===== config.mk =====
export PLATFORM = sky130hd
export DESIGN_NAME = univ_shift_reg
export DESIGN_NICKNAME = d
export VERILOG_FILES = /design/src/rtl/univ_shift_reg_pkg.sv /design/src/rtl/shift_bit_cnt.sv /design/src/rtl/univ_shift_reg.sv
export SDC_FILE = /design/constraint.sdc
export NUM_CORES = 1
export LEC_CHECK = 0
export BUFFER_PORTS_ARGS = -buffer_cell sky130_fd_sc_hd__buf_2
export CAP_MARGIN = 20
export CORE_MARGIN = 5
export CORE_UTILIZATION = 49
export CTS_BUF_LIST = sky130_fd_sc_hd__clkbuf_16
export DETAILED_ROUTE_END_ITERATION = 10
export PLACE_DENSITY = 0.82
export SYNTH_ARGS = -nofsm -noshare
export SYNTH_HDL_FRONTEND = slang
export SYNTH_HIERARCHICAL = 1
export SYNTH_SLANG_ARGS = --single-unit

===== constraint.sdc =====
create_clock -name clk -period 3.8 [get_ports clk]
set_input_delay 0.76 -clock clk [delete_from_list [all_inputs] [get_ports clk]]
set_output_delay 0.76 -clock clk [all_outputs]
set_load 0.05 [all_outputs]

===== src/rtl/univ_shift_reg_pkg.sv =====
// univ_shift_reg_pkg
//   Shared definitions for the universal shift register: the ctrl operation
//   encodings used by the datapath and by anything driving it.
package univ_shift_reg_pkg;

   typedef enum logic [2:0] {
      OP_HOLD = 3'b000,
      OP_SHR  = 3'b001,
      OP_SHL  = 3'b010,
      OP_LOAD = 3'b011,
      OP_ROR  = 3'b100,
      OP_ROL  = 3'b101
   } op_e;

   localparam int OP_W = 3;

endpackage


===== src/rtl/shift_bit_cnt.sv =====
// shift_bit_cnt
//   Counts shifts since the last load/clear and emits a registered one-cycle
//   done pulse in the cycle after the count wraps from N-1 back to 0. The wrap
//   is at N, so non-power-of-two widths never reach values >= N.
// Ports:
//   clk      - clock, rising edge
//   reset_n  - asynchronous active-low reset
//   clr      - synchronous clear of cnt and done (highest priority)
//   inc      - one shift happened this cycle
//   ld       - parallel load this cycle: restart the count
//   cnt      - shifts since last load/clear, 0..N-1
//   done     - word-complete pulse
module shift_bit_cnt #(
   parameter int N  = 8,
   parameter int CW = 3
) (
   input  logic          clk,
   input  logic          reset_n,
   input  logic          clr,
   input  logic          inc,
   input  logic          ld,
   output logic [CW-1:0] cnt,
   output logic          done
);

   logic [CW-1:0] cnt_q, cnt_d;
   logic          done_q, done_d;
   logic          wrap;

   assign wrap = (cnt_q == CW'(N - 1));

   always_comb begin
      cnt_d  = cnt_q;
      done_d = 1'b0;
      if (ld) begin
         cnt_d = '0;
      end else if (inc) begin
         cnt_d  = wrap ? '0 : cnt_q + 1'b1;
         done_d = wrap;
      end
   end

   always_ff @(posedge clk or negedge reset_n) begin
      if (!reset_n) begin
         cnt_q  <= '0;
         done_q <= 1'b0;
      end else if (clr) begin
         cnt_q  <= '0;
         done_q <= 1'b0;
      end else begin
         cnt_q  <= cnt_d;
         done_q <= done_d;
      end
   end

   assign cnt  = cnt_q;
   assign done = done_q;

endmodule


===== src/rtl/univ_shift_reg.sv =====
// univ_shift_reg
//   N-bit universal shift register: hold, shift right/left with serial inputs,
//   parallel load and (optionally) rotate right/left. A shift counter reports
//   shifts since the last load/clear and pulses done once per N shifts.
//   Build option: define UNIV_SHIFT_REG_ROTATE_EN to enable ROR/ROL; without it
//   those codes act as HOLD and do not count.
// Ports:
//   clk, reset_n    - clock (rising edge), asynchronous active-low reset
//   clr             - synchronous clear, overrides en/ctrl
//   en              - operation enable; 0 holds state
//   ctrl            - operation select (univ_shift_reg_pkg::op_e)
//   s_in_l, s_in_r  - serial inputs entering at MSB (SHR) / LSB (SHL)
//   d               - parallel load data
//   q               - register contents
//   s_out_r/s_out_l - r[0] / r[N-1]
//   cnt, done       - shift count and word-complete pulse
module univ_shift_reg
   import univ_shift_reg_pkg::*;
#(
   parameter int N = 8,
   localparam int CW = $clog2(N)
) (
   input  logic            clk,
   input  logic            reset_n,
   input  logic            clr,
   input  logic            en,
   input  logic [OP_W-1:0] ctrl,
   input  logic            s_in_l,
   input  logic            s_in_r,
   input  logic [N-1:0]    d,
   output logic [N-1:0]    q,
   output logic            s_out_r,
   output logic            s_out_l,
   output logic [CW-1:0]   cnt,
   output logic            done
);

   logic [N-1:0] r_q, r_d;
   logic         shift, ld;

   always_comb begin
      r_d   = r_q;
      shift = 1'b0;
      ld    = 1'b0;
      if (en) begin
         case (ctrl)
            OP_SHR: begin
               r_d   = {s_in_l, r_q[N-1:1]};
               shift = 1'b1;
            end
            OP_SHL: begin
               r_d   = {r_q[N-2:0], s_in_r};
               shift = 1'b1;
            end
            OP_LOAD: begin
               r_d = d;
               ld  = 1'b1;
            end
`ifdef UNIV_SHIFT_REG_ROTATE_EN
            OP_ROR: begin
               r_d   = {r_q[0], r_q[N-1:1]};
               shift = 1'b1;
            end
            OP_ROL: begin
               r_d   = {r_q[N-2:0], r_q[N-1]};
               shift = 1'b1;
            end
`endif
            default: ; // HOLD and reserved codes
         endcase
      end
   end

   always_ff @(posedge clk or negedge reset_n) begin
      if (!reset_n)  r_q <= '0;
      else if (clr)  r_q <= '0;
      else           r_q <= r_d;
   end

   shift_bit_cnt #(.N(N), .CW(CW)) u_cnt (
      .clk     (clk),
      .reset_n (reset_n),
      .clr     (clr),
      .inc     (shift),
      .ld      (ld),
      .cnt     (cnt),
      .done    (done)
   );

   assign q       = r_q;
   assign s_out_r = r_q[0];
   assign s_out_l = r_q[N-1];

endmodule


After elaboration in Yosys (flattened, before gate mapping)
Index checks and enable logic that the tools add are counted.
{ "word_totals": {"ff_bits": 12, "inputBits": 17, "output_inout_bits": 14, "wordCells": 27} }
{ "op_classes": {"add_sub_neg": 1, "n_eq_ne": 4, "muxes": 14, "reduce_logical": 5} }
{ "ops": {"columns": ["op", "count"], "rows": [
  ["8-bit one-hot mux with 3 select lines", 1],
  ["8-bit 2-to-1 mux", 2],
  ["3-bit 2-to-1 mux", 4],
  ["1-bit 2-to-1 mux", 7],
  ["3-bit by 2-bit == test with 1-bit output, second input constant", 2],
  ["4-bit nonzero test", 1],
  ["3-bit by 1-bit adder with 3-bit output, second input constant", 1],
  ["3-bit by 1-bit == test with 1-bit output, second input constant", 1],
  ["3-bit == test, second input constant", 1],
  ["3-bit nonzero test", 1],
  ["2-bit AND reduction", 1],
  ["2-bit nonzero test", 1],
  ["2-bit OR reduction", 1]
]} }

Logic depth before layout (Yosys ltp)
Gate-level depths: netlist (run 1).
{ "depth": {"depth_word": 7, "ltp_mapped": 5, "mapped_depth_nobuf": 4} }

By module
Netlist (run 1), hierarchy kept.
{ "by_module_without_submodules": {"columns": ["mod", "n_inst", "cells_per_inst", "area_per_inst_um2", "seq_area_each_um2"], "rows": [
  ["univ_shift_reg", 1, 47, 530.5, 200.2],
  ["shift_bit_cnt", 1, 15, 191.4, 100.1]
]} }

Worst setup path before layout (run 1)
Ideal clock, no wire load.
{ "synth_timing": {"kind": "input to register", "start": "input port ctrl[0]", "end": "register u_cnt.cnt_q[0] (netlist: u_cnt/cnt[0])", "setup_time_ps": 87, "arrival_ps": 1983, "required_ps": 3713, "slack_ps": 1730, "stages": 5, "path_buffers": 1, "path_cell_list": "buf_2 > xnor2_1 > nor3_1 > or3b_1 > a211oi_2"} }
{ "synth_via": {"elab_chain_cells": 5, "elab_cells_between_ends": 11, "classes_between": "3 x eq/ne; 6 x mux; 2 x reduce/logical"} }
{ "synth_rtl": {"columns": ["item", "line_no", "rtl"], "rows": [
  ["start: declaration", "univ_shift_reg.sv:27", "input logic [OP_W-1:0] ctrl,"],
  ["3-bit by 2-bit == test with 1-bit output / 3-bit by 1-bit == test with 1-bit output (equally long branches)", "univ_shift_reg.sv:46", "case (ctrl)"],
  ["2-bit OR reduction (no line) (*)", null, null],
  ["1-bit 2-to-1 mux (*)", "univ_shift_reg.sv:46", null],
  ["1-bit 2-to-1 mux (*)", "univ_shift_reg.sv:45", "if (en) begin"],
  ["net shift", "univ_shift_reg.sv:39", "logic shift, ld;"],
  ["3-bit nonzero test (no line) (*)", null, null],
  ["end signal: assignment", "shift_bit_cnt.sv:51", "cnt_q <= cnt_d;"],
  ["end: declaration", "shift_bit_cnt.sv:26", "logic [CW-1:0] cnt_q, cnt_d;"]
]} }
The timed path passes the listed nets; every way through them passes the cells marked *.
A chain may end at the register's enable or synchronous reset.

Final worst setup path (run 1)
Ends and elaborated chain as after synthesis.

==> impl_results.md, run 1 <==
* PortBufs at 30
* Post-synthesis sequential area ratio at 41.6%
* Syn avg cell area at 11.6 µm²
* Peak Freq at 0.476 GHz
* H-tree Lvls at 1
* Unrepaired setup endpoints after global routing: no
* CP startpoint kind: input pin
* Total iterations of the first detailed-routing run at 4
* Fillers at 99
* DR WL/cell at 16.6 µm
* Count of cell types in the netlist at 21
* Initial DRC count at 6
* Pwr Total at 0.376 mW
* Pre-CTS WS at 1540 ps
* Reg clk slew, reported paths at 40 ps
* Clock latency at the later pin of the worst-skew pair at 240 ps
* Most numerous cell in the Yosys netlist: dfrtp_1
* Status: completed
* Synth-to-Final Area Change at 29.6%
* Slowest Stage Delay on Critical Path at 540 ps
* Maximum vdd drop at 246 µV
* Crit path kind: in -> reg
* Initial antenna violation count at 0
* CORE AREA at 1350 µm²
* Path type of the worst min-delay path: in -> async
* Crit Path Max Fanout at 11
* Die area at 2340 µm²
* Share of layout cells above drive strength 1 at 43.3%
* GRT overflow at 0
* Largest cells by area after synthesis: dfrtp_1, mux2i_1, o2bb2ai_1, mux2_1, mux2_2
* First-pass GRT wire length at 2960 µm
* Slew Limit Headroom at 53.9%
* FF-to-FF setup slack at 2330 ps
* Fin cells at 105
* Clk sinks at 12
* Placed insts at 101
* Vias in the first global route at 644
* CTS tree: built
* Multi-input logic area at 380 µm²
* Pwr per Cell Area at 402 nW/µm²
* Setup Buffers After CTS at 0
* Setup violators final at 0
* Slowest-stage cell, CP: nor3_1
* Gate count after technology mapping at 62
* Residual DRC at 0
* Post-route ant nets at 0
* Largest net degree at the start of global routing at 13
* Via density per instance at 5.80
* Critical Path, Cell by Cell: buf_2 -> xnor2_1 -> nor3_1 -> or3b_1 -> a211oi_2
* Max cap viols at 0
* Detailed Place HPWL at 1290 µm
* Setup TNS Final at 0 ps
* Minimum clock period at 2100 ps
* CTS Hold Buffers Added at 0
* CTS Buf Count at 3
* Clock buffer depth at 2
* Yosys top cell by area: dfrtp_1
* Vias at 609
* Starting Density at 53.5%
* Die Span Y at 48.4 µm
* Resize count post-CTS at 0
* Row cnt at 13
* Synthesized area at 722 µm²
* Final hold vios at 0
* # diodes at 0
* Period utilisation layout at 55.3%
* FF/Latch Area at 300 µm²
* Register bit total from synthesis at 12
* Max-slew violations at 0
* Tot GR Track Use at 15.4%
* Share of flip-flops with an asynchronous set or reset at 100%
* WP data arrival at 2250 ps
* Setup crit end kind: flip-flop
* Final core occ at 69.3%
* Post-synth EDFFs at 0
* Gpl congestion at 0.765
* Chip Width at 48.4 µm
* Post-Route Skew at 2.58 ps
* CTS root buffer: clkbuf_16
* Primary FF master, synth: dfrtp_1
* Leakage power at 0.484 nW
* Syn Nets at 81
* Final WS setup at 1700 ps
* # IOs at 31
* Nets@finish at 110
* Synth warn at 6
* Synth top area share at 41.6%
* Worst Tran Pin Value at 687 ps
* Top post-synthesis cells by count: dfrtp_1, mux2i_1, o2bb2ai_1
* WL final at 1740 µm
* WP data required at 3950 ps
[report_power, final]
part | total (mW) | internal, mW | leakage [nW] | switching (mW)
Sequential | 0.133 | 0.130 | 0.167 | 0.00219
Combinational | 0.0512 | 0.0203 | 0.279 | 0.0309
Clock | 0.193 | 0.138 | 0.0385 | 0.0540
Total | 0.376 | 0.289 | 0.484 | 0.0871
[per-layer routing]
layer	wire length (µm)	track usage, %	share of wire, %	up-vias
met5	0	0	0	-
met4	10	5.53	0.58	0
met3	129	4.89	7.4	2
met2	876	26.1	50	18
met1	722	17.8	42	304
li1	-	-	-	285
[cell usage in the layout, fill, tap and decap left out, types with 2 or more instances in the layout]
master / n
mux2i_1: 10
o2bb2ai_1: 8
nor3_1: 4
inv_1: 2
ha_1: 2
dfrtp_1: 12
clkbuf_16: 3
buf_2: 30
mux2_2: 4
mux2_1: 4
[sequential cells by signal, summed over array words and instances, names as in the netlist]
name        flops
u_cnt/cnt       3
u_cnt/done      1
q               8
[critical path: cells and delay by family]
family          cells  cell delay [ps]
xor+xnor            1              150
buf+inv             1              180
compound gates      1              190
simple gates        2              970
[logic make-up (layout without fill, tap and decap cells)]
kind of cell	Yosys count	count (layout)	synth area share, %
xor gates and xnor gates	1	1	1.21
muxes	18	18	26.3
buffers and inverters	8	36	5.72
DFF	12	12	41.6
and+or+nand+nor	11	11	8.84
adders and majority gates	2	2	3.47
AOI/OAI and AO/OA	10	10	12.8
[through the flow]
stage          instance area [µm²]  hold WS, ps
4_1_cts                        936          408
5_1_grt                        936          421
6_report                       936          395
2_1_floorplan                  722          464
3_5_place_dp                   857          526
3_3_place_gp                   857          506
[layout make-up]
| cell class | instances | share of cell area, % |
|---|---|---|
| inverters | 2 | 0.802 |
| clock buffers | 3 | 8.02 |
| clock inverters | 1 | 0.401 |
| repair buffers | 30 | 16.0 |
| multi-input cells | 42 | 40.6 |
| well taps | 15 | 2.01 |
| flip-flops and latches | 12 | 32.1 |
[path summary, 6_finish.rpt]
path / start / end / depth (start not counted)
worst min-delay path: reset_n / q[2]$_DFFE_PN0P_ / 1
worst min register to register: q[0]$_DFFE_PN0P_ / q[0]$_DFFE_PN0P_ / 1
min in group clk: q[0]$_DFFE_PN0P_ / q[0]$_DFFE_PN0P_ / 1
worst max register to register: u_cnt/cnt[0]$_DFFE_PN0P_ / u_cnt/cnt[0]$_DFFE_PN0P_ / 4
max in group asynchronous: reset_n / q[1]$_DFFE_PN0P_ / 1
worst max-delay path: ctrl[0] / u_cnt/cnt[0]$_DFFE_PN0P_ / 5
No activity file was read; power rests on OpenSTA's default activity.
==> inputs of run 2 (changes only) <==
- CORE_UTILIZATION: 49 -> 45
- PLACE_DENSITY: 0.82 -> 0.76
- clock period: 3.8 -> 1.94 ns (I/O delays scaled with it)
==> run 2 against run 1 <==
Routed wire length decreased by 8.3%. Worst setup slack got worse by 1200 ps. Critical path depth decreased by 1. Critical path type is now reg -> reg.
==> impl_results.md, run 2 (synthesis results as in run 1) <==
* Status: completed
* # diodes at 0 (unchanged)
* Clock buffer depth at 2 (unchanged)
* Peak Freq at 0.682 GHz
* Via density per instance at 5.55 (-4.3%)
* Path type of the worst min-delay path: in -> async
* Post-route ant nets at 0 (unchanged)
* Chip Width at 50.1 µm (+3.5%)
* Setup crit end kind: flip-flop
* Die Span Y at 50.1 µm (+3.5%)
* Post-Route Skew at 1.42 ps (-1.16 ps)
* Initial antenna violation count at 0 (unchanged)
* Top cell by count, worst path: ha_1
* Nets@finish at 111 (+0.91%)
* Residual DRC at 0 (unchanged)
* Pre-CTS WS at 332 ps (-1210 ps)
* Vias at 594 (-2.5%)
* Resize count post-CTS at 0 (unchanged)
* Max-slew violations at 0 (unchanged)
* Pwr per Cell Area at 773 nW/µm² (+92%)
* Unrepaired setup endpoints after global routing: no
* Crit Path Max Fanout at 4 (-7)
* CP startpoint kind: flip-flop
* Hold slack at 22.2 ps (-372 ps)
* WP data arrival at 1620 ps (-630 ps)
* Row cnt at 14 (+1)
* WP data required at 2090 ps (-1860 ps)
* CTS root buffer: clkbuf_16
* Slowest-stage cell, CP: dfrtp_1
* Worst Tran Pin Value at 460 ps (-227 ps)
* # IOs at 31 (unchanged)
* Initial DRC count at 8 (+2)
* WL final at 1590 µm (-8.3%)
* Max reg flops at 8 (unchanged)
* FF-to-FF setup slack at 470 ps (-1860 ps)
* GRT overflow at 0 (unchanged)
* DR WL/cell at 14.9 µm (-10%)
* Crit path kind: reg -> reg
* Clk sinks at 12 (unchanged)
* CTS Buf Count at 3 (unchanged)
* Family with the most delay on the worst path: flip-flops
* First-pass GRT wire length at 2600 µm (-12%)
* Most frequent cells in the layout: buf_2, dfrtp_1, mux2i_1
* Critical Path, Cell by Cell: ha_1 -> ha_1 -> or3b_1 -> a211oi_2
* Leakage power at 0.490 nW (+1.1%)
* Detailed Place HPWL at 1240 µm (-3.7%)
* Commonest non-fill, non-tap cell in the layout: buf_2
* Slew Limit Headroom at 69.3% (+15 points)
* Final hold vios at 0 (unchanged)
* Gpl congestion at 0.685 (-10%)
* Slowest Stage Delay on Critical Path at 410 ps (-130 ps)
* Die area at 2510 µm² (+7.0%)
* CP Buf/Inv Count at 0 (-1)
* CTS Hold Buffers Added at 0 (unchanged)
* Setup TNS Final at 0 ps (unchanged)
* Final core occ at 62.7% (-6.6 points)
* H-tree Lvls at 1 (unchanged)
* Period utilisation layout at 75.6%
* Tot GR Track Use at 13.4% (-1.9 points)
* Setup Buffers After CTS at 0 (unchanged)
* CORE AREA at 1510 µm² (+12%)
* Vias in the first global route at 572 (-11%)
* Fillers at 128 (+29%)
* Minimum clock period at 1470 ps
* Clock latency at the later pin of the worst-skew pair at 230 ps (about the same)
* Reg clk slew, reported paths at 40 ps (about the same)
* PortBufs at 30 (unchanged)
* Final WS setup at 473 ps (-1230 ps)
* Total iterations of the first detailed-routing run at 4 (unchanged)
* CTS tree: built
* Synth-to-Final Area Change at 30.8%
* Maximum vdd drop at 624 µV (+150%)
* Max cap viols at 0 (unchanged)
* Starting Density at 47.9% (-5.6 points)
* Share of layout cells above drive strength 1 at 44.0% (+0.62 points)
* Largest net degree at the start of global routing at 13 (unchanged)
* Setup violators final at 0 (unchanged)
run 2: changes by cell type in the layout (fill, tap and decap cells not counted):
cell	before	now
buf_4	0	1
run 2: layout make-up:
type,instances,area (µm²),share of cell area [%]
Multi-Input combinational cell,42,380,40.3
Inverter,2,7.51,0.795
Clock inverter,1,3.75,0.397
Tap cell,16,20.0,2.12
Timing Repair Buffer,31,158,16.7
Clock buffer,3,75.1,7.95
Sequential cell,12,300,31.8
run 2: stage by stage:
step,total power [mW],cell area (µm²),cells
finish,0.730,945,107
global route,0.756,945,107
CTS,0.739,945,107
detailed placement,0.364,866,103
global placement,0.361,866,103
floorplan,0.330,722,62
run 2: final timing paths:
path | startpoint | end | cells after the start
max | u_cnt/cnt[0]$_DFFE_PN0P_ | u_cnt/cnt[0]$_DFFE_PN0P_ | 4
min | reset_n | u_cnt/cnt[2]$_DFFE_PN0P_ | 1
max reg2reg | u_cnt/cnt[0]$_DFFE_PN0P_ | u_cnt/cnt[0]$_DFFE_PN0P_ | 4
min reg2reg | q[7]$_DFFE_PN0P_ | q[7]$_DFFE_PN0P_ | 1
max in group asynchronous | reset_n | q[3]$_DFFE_PN0P_ | 1
min in group clk | clr | u_cnt/cnt[0]$_DFFE_PN0P_ | 2
run 2: power by group:
group          switching (mW)  internal, mW
Combinational          0.0583        0.0408
Clock                   0.101         0.271
Sequential            0.00425         0.255
Total                   0.163         0.567
run 2: per-layer routing:
| metal | global-route usage [%] | part of all wire [%] |
|---|---|---|
| met2 | 23.2 | 50 |
| met3 | 2.71 | 6.3 |
| met5 | 0 | 0 |
| met4 | 5.24 | 0.75 |
| met1 | 15.9 | 42 |
